[config.mk]
export PLATFORM = sky130hd
export DESIGN_NAME = add32_rr_arbiter_flat
export DESIGN_NICKNAME = d
export VERILOG_FILES = /design/src/rtl/add32_rr_arbiter_if.sv /design/src/rtl/add32_rr_arbiter.sv /design/src/flat_wrapper.sv
export SDC_FILE = /design/constraint.sdc
export NUM_CORES = 1
export LEC_CHECK = 0
export ABC_AREA = 1
export BUFFER_PORTS_ARGS = -buffer_cell sky130_fd_sc_hd__buf_4
export CAP_MARGIN = 20
export CORE_ASPECT_RATIO = 1.4
export CORE_MARGIN = 10
export CORE_UTILIZATION = 40
export DETAILED_ROUTE_END_ITERATION = 6
export HOLD_SLACK_MARGIN = 0.1
export PLACE_DENSITY = 0.66
export SLEW_MARGIN = 15
export SYNTH_ARGS = -nofsm -noshare
export SYNTH_HDL_FRONTEND = slang
export SYNTH_SLANG_ARGS = --single-unit
[constraint.sdc]
create_clock -name clk -period 5 [get_ports clk]
set_input_delay 0.25 -clock clk [delete_from_list [all_inputs] [get_ports clk]]
set_output_delay 0.25 -clock clk [all_outputs]
set_load 0.005 [all_outputs]
[src/rtl/add32_rr_arbiter_if.sv]
// Request/response bundle between the client blocks and the shared Add32 arbiter.
// The master side issues operations and consumes responses; the slave side is the arbiter.
interface add32_rr_arbiter_if #(
    parameter int NUM_REQ = 4,
    parameter int ID_W    = 2
);
    logic [NUM_REQ-1:0]    req_valid;
    logic [NUM_REQ-1:0]    req_ready;
    logic [32*NUM_REQ-1:0] req_a;
    logic [32*NUM_REQ-1:0] req_b;
    logic [NUM_REQ-1:0]    req_sub;
    logic [NUM_REQ-1:0]    req_sign;
    logic                  rsp_valid;
    logic                  rsp_ready;
    logic [ID_W-1:0]       rsp_id;
    logic [31:0]           rsp_result;
    logic                  rsp_overflow;

    modport master (
        output req_valid, req_a, req_b, req_sub, req_sign, rsp_ready,
        input  req_ready, rsp_valid, rsp_id, rsp_result, rsp_overflow
    );

    modport slave (
        input  req_valid, req_a, req_b, req_sub, req_sign, rsp_ready,
        output req_ready, rsp_valid, rsp_id, rsp_result, rsp_overflow
    );
endinterface

[src/rtl/add32_rr_arbiter.sv]
// Round-robin arbiter sharing one Add32 add/sub unit among NUM_REQ requesters,
// with a single registered, ID-tagged response channel and a saturating overflow counter.
module add32_rr_arbiter #(
    parameter int NUM_REQ = 4,
    parameter int ID_W    = 2,
    parameter int CNT_W   = 16
) (
    input  logic              clk,
    input  logic              rst,
    add32_rr_arbiter_if.slave bus,
    output logic              busy,
    output logic [CNT_W-1:0]  ovf_count
);

    typedef enum logic [1:0] {IDLE, EXEC, DONE} state_t;

    state_t             state_q, state_d;
    logic [ID_W-1:0]    rr_ptr_q, rr_ptr_d;
    logic [31:0]        op_a_q, op_a_d;
    logic [31:0]        op_b_q, op_b_d;
    logic               op_sub_q, op_sub_d;
    logic               op_sign_q, op_sign_d;
    logic [ID_W-1:0]    op_id_q, op_id_d;
    logic               rsp_valid_q, rsp_valid_d;
    logic [ID_W-1:0]    rsp_id_q, rsp_id_d;
    logic [31:0]        rsp_result_q, rsp_result_d;
    logic               rsp_overflow_q, rsp_overflow_d;
    logic [CNT_W-1:0]   ovf_count_q, ovf_count_d;

    logic [ID_W-1:0]    grant;
    logic               any_valid;
    logic [NUM_REQ-1:0] req_ready_c;
    logic [31:0]        add_result;
    logic               add_ovf;

    logic [31:0] a_arr [NUM_REQ];
    logic [31:0] b_arr [NUM_REQ];

    generate
        for (genvar gi = 0; gi < NUM_REQ; gi++) begin : g_unpack
            assign a_arr[gi] = bus.req_a[32*gi +: 32];
            assign b_arr[gi] = bus.req_b[32*gi +: 32];
        end
    endgenerate

    // Search starts one past the last grant, so the last winner has lowest priority.
    always_comb begin
        logic [ID_W:0] idx;
        grant     = '0;
        any_valid = 1'b0;
        idx       = '0;
        for (int k = 1; k <= NUM_REQ; k++) begin
            idx = {1'b0, rr_ptr_q} + (ID_W+1)'(k);
            if (idx >= (ID_W+1)'(NUM_REQ)) begin
                idx = idx - (ID_W+1)'(NUM_REQ);
            end
            if (!any_valid && bus.req_valid[idx[ID_W-1:0]]) begin
                any_valid = 1'b1;
                grant     = idx[ID_W-1:0];
            end
        end
    end

    add32 u_add32 (
        .Overflow (add_ovf),
        .result   (add_result),
        .A        (op_a_q),
        .B        (op_b_q),
        .isSub    (op_sub_q),
        .isSign   (op_sign_q)
    );

    always_comb begin
        state_d        = state_q;
        rr_ptr_d       = rr_ptr_q;
        op_a_d         = op_a_q;
        op_b_d         = op_b_q;
        op_sub_d       = op_sub_q;
        op_sign_d      = op_sign_q;
        op_id_d        = op_id_q;
        rsp_valid_d    = rsp_valid_q;
        rsp_id_d       = rsp_id_q;
        rsp_result_d   = rsp_result_q;
        rsp_overflow_d = rsp_overflow_q;
        ovf_count_d    = ovf_count_q;
        req_ready_c    = '0;

        case (state_q)
            IDLE: begin
                if (any_valid) begin
                    req_ready_c[grant] = 1'b1;
                    op_a_d    = a_arr[grant];
                    op_b_d    = b_arr[grant];
                    op_sub_d  = bus.req_sub[grant];
                    op_sign_d = bus.req_sign[grant];
                    op_id_d   = grant;
                    rr_ptr_d  = grant;
                    state_d   = EXEC;
                end
            end
            EXEC: begin
                rsp_result_d   = add_result;
                rsp_overflow_d = add_ovf;
                rsp_id_d       = op_id_q;
                rsp_valid_d    = 1'b1;
                if (add_ovf && (ovf_count_q != '1)) begin
                    ovf_count_d = ovf_count_q + CNT_W'(1);
                end
                state_d = DONE;
            end
            DONE: begin
                // Data outputs are left as-is so they stay readable after the handshake.
                if (bus.rsp_ready) begin
                    rsp_valid_d = 1'b0;
                    state_d     = IDLE;
                end
            end
            default: state_d = IDLE;
        endcase
    end

    always_ff @(posedge clk or posedge rst) begin
        if (rst) begin
            state_q        <= IDLE;
            rr_ptr_q       <= ID_W'(NUM_REQ - 1);
            op_a_q         <= '0;
            op_b_q         <= '0;
            op_sub_q       <= 1'b0;
            op_sign_q      <= 1'b0;
            op_id_q        <= '0;
            rsp_valid_q    <= 1'b0;
            rsp_id_q       <= '0;
            rsp_result_q   <= '0;
            rsp_overflow_q <= 1'b0;
            ovf_count_q    <= '0;
        end else begin
            state_q        <= state_d;
            rr_ptr_q       <= rr_ptr_d;
            op_a_q         <= op_a_d;
            op_b_q         <= op_b_d;
            op_sub_q       <= op_sub_d;
            op_sign_q      <= op_sign_d;
            op_id_q        <= op_id_d;
            rsp_valid_q    <= rsp_valid_d;
            rsp_id_q       <= rsp_id_d;
            rsp_result_q   <= rsp_result_d;
            rsp_overflow_q <= rsp_overflow_d;
            ovf_count_q    <= ovf_count_d;
        end
    end

    assign bus.req_ready    = req_ready_c;
    assign bus.rsp_valid    = rsp_valid_q;
    assign bus.rsp_id       = rsp_id_q;
    assign bus.rsp_result   = rsp_result_q;
    assign bus.rsp_overflow = rsp_overflow_q;
    assign busy             = (state_q != IDLE);
    assign ovf_count        = ovf_count_q;

endmodule

// 32-bit adder/subtractor with signed and unsigned overflow detection.
module add32 (
    output logic        Overflow,
    output logic [31:0] result,
    input  logic [31:0] A,
    input  logic [31:0] B,
    input  logic        isSub,
    input  logic        isSign
);
    logic [31:0] b_eff;
    logic [32:0] sum;

    assign b_eff  = isSub ? ~B : B;
    assign sum    = {1'b0, A} + {1'b0, b_eff} + {32'd0, isSub};
    assign result = sum[31:0];

    // Unsigned subtract reports a borrow, which is the inverse of the carry out.
    assign Overflow = isSign ? ((A[31] == b_eff[31]) && (result[31] != A[31]))
                             : (isSub ? ~sum[32] : sum[32]);
endmodule

[src/flat_wrapper.sv]
// flat-port wrapper written by rule: the top's interface ports become plain ports
module add32_rr_arbiter_flat 
#(
    parameter int NUM_REQ = 4,
    parameter int ID_W    = 2,
    parameter int CNT_W   = 16
)
  (clk, rst, busy, ovf_count, bus_req_valid, bus_req_a, bus_req_b, bus_req_sub, bus_req_sign, bus_rsp_ready, bus_req_ready, bus_rsp_valid, bus_rsp_id, bus_rsp_result, bus_rsp_overflow);
  add32_rr_arbiter_if #(.NUM_REQ(NUM_REQ), .ID_W(ID_W)) bus_i ();
  input  logic clk;
  input  logic rst;
  output logic busy;
  output logic [CNT_W-1:0] ovf_count;
  input wire logic [$bits(bus_i.req_valid)-1:0] bus_req_valid;
  input wire logic [$bits(bus_i.req_a)-1:0] bus_req_a;
  input wire logic [$bits(bus_i.req_b)-1:0] bus_req_b;
  input wire logic [$bits(bus_i.req_sub)-1:0] bus_req_sub;
  input wire logic [$bits(bus_i.req_sign)-1:0] bus_req_sign;
  input wire logic [$bits(bus_i.rsp_ready)-1:0] bus_rsp_ready;
  output wire logic [$bits(bus_i.req_ready)-1:0] bus_req_ready;
  output wire logic [$bits(bus_i.rsp_valid)-1:0] bus_rsp_valid;
  output wire logic [$bits(bus_i.rsp_id)-1:0] bus_rsp_id;
  output wire logic [$bits(bus_i.rsp_result)-1:0] bus_rsp_result;
  output wire logic [$bits(bus_i.rsp_overflow)-1:0] bus_rsp_overflow;
  assign bus_i.req_valid = bus_req_valid;
  assign bus_i.req_a = bus_req_a;
  assign bus_i.req_b = bus_req_b;
  assign bus_i.req_sub = bus_req_sub;
  assign bus_i.req_sign = bus_req_sign;
  assign bus_i.rsp_ready = bus_rsp_ready;
  assign bus_req_ready = bus_i.req_ready;
  assign bus_rsp_valid = bus_i.rsp_valid;
  assign bus_rsp_id = bus_i.rsp_id;
  assign bus_rsp_result = bus_i.rsp_result;
  assign bus_rsp_overflow = bus_i.rsp_overflow;
  add32_rr_arbiter #(.NUM_REQ(NUM_REQ), .ID_W(ID_W), .CNT_W(CNT_W)) u_core (.clk(clk), .rst(rst), .bus(bus_i), .busy(busy), .ovf_count(ovf_count));
endmodule
==> results_dict.tcl <==
set metrics [dict create \
    worstSetupPathType "reg2reg" \
    antenna_found_initial 0 \
    cpMostUsedCell "nand2_1" \
    crit_chain "xor2_1, fa_1, nand2_1, nand2_1, nand3_1, nand3_1, nand2_1, nand2_1, nand2_1, nand3_1, nand3b_1, nand4_1, nand2_1, nand2_1" \
    hold_viol 0 \
    ys_async_sr_fraction_pct 100.0 \
    synth.top_cell.area_share_pct 38.28 \
    grt_pass1_wl_mm 54.84 \
    regArea_mm2 0.003107 \
    finalSetupTns_ns 0 \
    worst_pin_slew_ns 1.126 \
    filler_cell_count 2457 \
    initial_core_util_pct 40.71 \
    cts_buffer_depth 2 \
    syn_inst 1611 \
    num_vias 10730 \
    maxSlewHeadroom_pct 24.94 \
    ff2ff_path_depth 14 \
    h-tree-depth 4 \
    synth_cell_types 38 \
    cpPeakStageDelay_ns 0.95 \
    area_growth_syn_to_layout_pct 32.43 \
    finalNetCount 2198 \
    grt_max_degree 113 \
    grt_setup_unrepaired "no" \
    path_delay_family "simple AND/OR/NAND/NOR gates" \
    worstSetupStartpoint "u_core.op_sub_q" \
    drt_iter0_drc 615 \
    cp_max_fo 34 \
    r2r-end "u_core.ovf_count[15]" \
    hp-class "in2reg" \
    grtUsageMet1_pct 25.73 \
    cts-buffers-inserted 17 \
    clock_skew_ns 0.01120 \
    drive_gt1_share_pct 20.62 \
    fp.dieH_um 205.2 \
    gr-total-overflow 0 \
    status "finished clean" \
    synthTopCellsByArea "nand2_1, dfrtp_1, xor2_1" \
    fp-row-count 67 \
    cts_tree "done" \
    synth_edf_count 0 \
    synth_flop_cell "dfrtp_1" \
    ys_seq_area_share_pct 31.70 \
    crit_path_end_kind "register" \
    cp-start-kind "register" \
    grtUsageMet2_pct 35.55 \
    finalMaxSlewViolations 0 \
    hold_start "bus_req_a[67]" \
    drv_cap 0 \
    fin_crit_sh_pct 73.59 \
    drt.antenna.violating_nets 0 \
    syn-num-nets 1916 \
    wire_per_inst_um 15.50 \
    grt_pass1_vias 10670 \
    place.gp.congestion 0.9374 \
    cts_setup_buffers 0 \
    required_ns 5.31 \
    whs_endpoint "u_core.op_a_q[3]" \
    clk_pin_slew_ns 0.06 \
    grtUsageTotal_pct 21.13 \
    multi_input_area_mm2 0.006011 \
    clock_latency_ns 0.43 \
    worst_r2r_startpoint "u_core.op_sub_q" \
    fmax_ghz 0.2718 \
    die_w_um 152.3 \
    setup_viol 0 \
    wl_mm 34.36 \
    fin_crit_ns 3.679 \
    met3_usage_pct 4.700 \
    crit_buf_inv 0 \
    pin_count 328 \
    synth_seq_cells 124 \
    min_path_cells 7 \
    syn_area_per_cell_um2 6.080 \
    drc 0 \
    layout_commonest_cell "nand2_1" \
    synth_area_mm2 0.009796 \
    antenna_cells 0 \
    dr.pass1.iters 7 \
    grt-busiest-layer "met2" \
    viasPerCell 4.840 \
    cts_root_buffer "clkbuf_16" \
    yosysTopAreaCell "nand2_1" \
    ys_warn_count 0 \
    clkSinkCount 124 \
    dieArea_mm2 0.03124 \
    portBuffers 327 \
    cp_slowest_cell "dfrtp_2" \
    cts_resized 0 \
    rrSetupSlack_ns 1.32 \
    dpl.hpwl_mm 27.10 \
    critPathArrivalTime_ns 3.99 \
    final_cell_mix "nand2_1, buf_4, dfrtp_1" \
    coreArea_mm2 0.02406 \
]
-- synthesized netlist by cell type (all sizes together), types with 2 or more instances --
master	number
inv	74
o21ai	49
a21o	4
nor2	57
xnor2	10
ha	33
a21oi	31
nor3	14
dfstp	2
o21bai	6
a31oi	10
nand2	1000
dfrtp	122
xor2	52
nor4	2
nand3	32
clkbuf	26
buf	49
or2	9
nand3b	3
nand4	21
-- through the flow --
step	area [µm²]	setup slack [ns]	hold slack [ns]	cells	util [%]
floorplan	9796	1.454	0.3572	1611	-
global placement	12310	1.472	0.4601	2181	51.18
detailed placement	12330	1.318	0.4614	2182	51.27
CTS	12970	1.304	0.1944	2216	53.92
global route	12970	0.9228	0.2201	2216	53.92
finish	12970	1.321	0.2056	2216	53.92
-- worst reg2reg max path, delay by kind of cell, from the launching register on --
kind / cells / cell delay (ns)
adders and majority gates: 1 / 0.46
xor gates and xnor gates: 1 / 0.25
and+or+nand+nor: 12 / 1.91
DFF: 1 / 0.95
-- cells by family (layout without fill, tap and decap cells) --
family	count (synthesis)	in the layout	synth area share (%)
fa+ha+maj	34	34	4.420
simple gates	1140	1140	45.41
buf+inv	149	444	7.038
xor+xnor	62	62	5.620
compound gates	102	102	5.812
flops	124	124	31.70
-- cell type report --
type                    count  share of cell area [%]
clock buffers              19                   3.492
clock inverters            13                   1.273
inverters                  74                   2.170
multi-input cells        1338                   46.33
flip-flops and latches    124                   23.95
well taps                 310                   2.990
repair buffers            338                   19.79
-- what timing repair did --
item | CTS | global route
endpoints found under the hold margin | 70 | 0
endpoints found under the setup margin | 0 | 0
hold buffers | 2 | 0
-- sequential cells by signal, indices dropped and copies added (netlist names) --
register and count:
u_core.op_sign_q 1, u_core.ovf_count 16, u_core.op_a_q 32, u_core.state_q 2, u_core.rr_ptr_q 2, u_core.op_sub_q 1, u_core.bus.rsp_valid 1, u_core.bus.rsp_id 2
u_core.bus.rsp_result 32, u_core.op_b_q 32, u_core.op_id_q 2, u_core.bus.rsp_overflow 1
-- layer usage --
metal  up-vias  part of all wire [%]
met5         -                     0
met4         0                   2.7
met3        50                   6.6
met2       351                    48
met1      4778                    43
li1       5546                     -
-- worst max-delay path by stage --
stage | cells after the start | to | slack, ns
final | 14 | u_core.ovf_count[15] | 1.32
after global routing | 14 | u_core.ovf_count[3] | 0.92
after detailed placement | 14 | u_core.ovf_count[15] | 1.32
after global placement | 14 | u_core.ovf_count[1] | 1.47
after CTS | 13 | bus_req_ready[3] | 1.30
after floorplan | 1 | u_core.bus.rsp_id[0] | 1.45
Power is left out: the tool's default activity adds up to more than one toggle a clock period on the data nets, which glitch-free logic cannot reach.
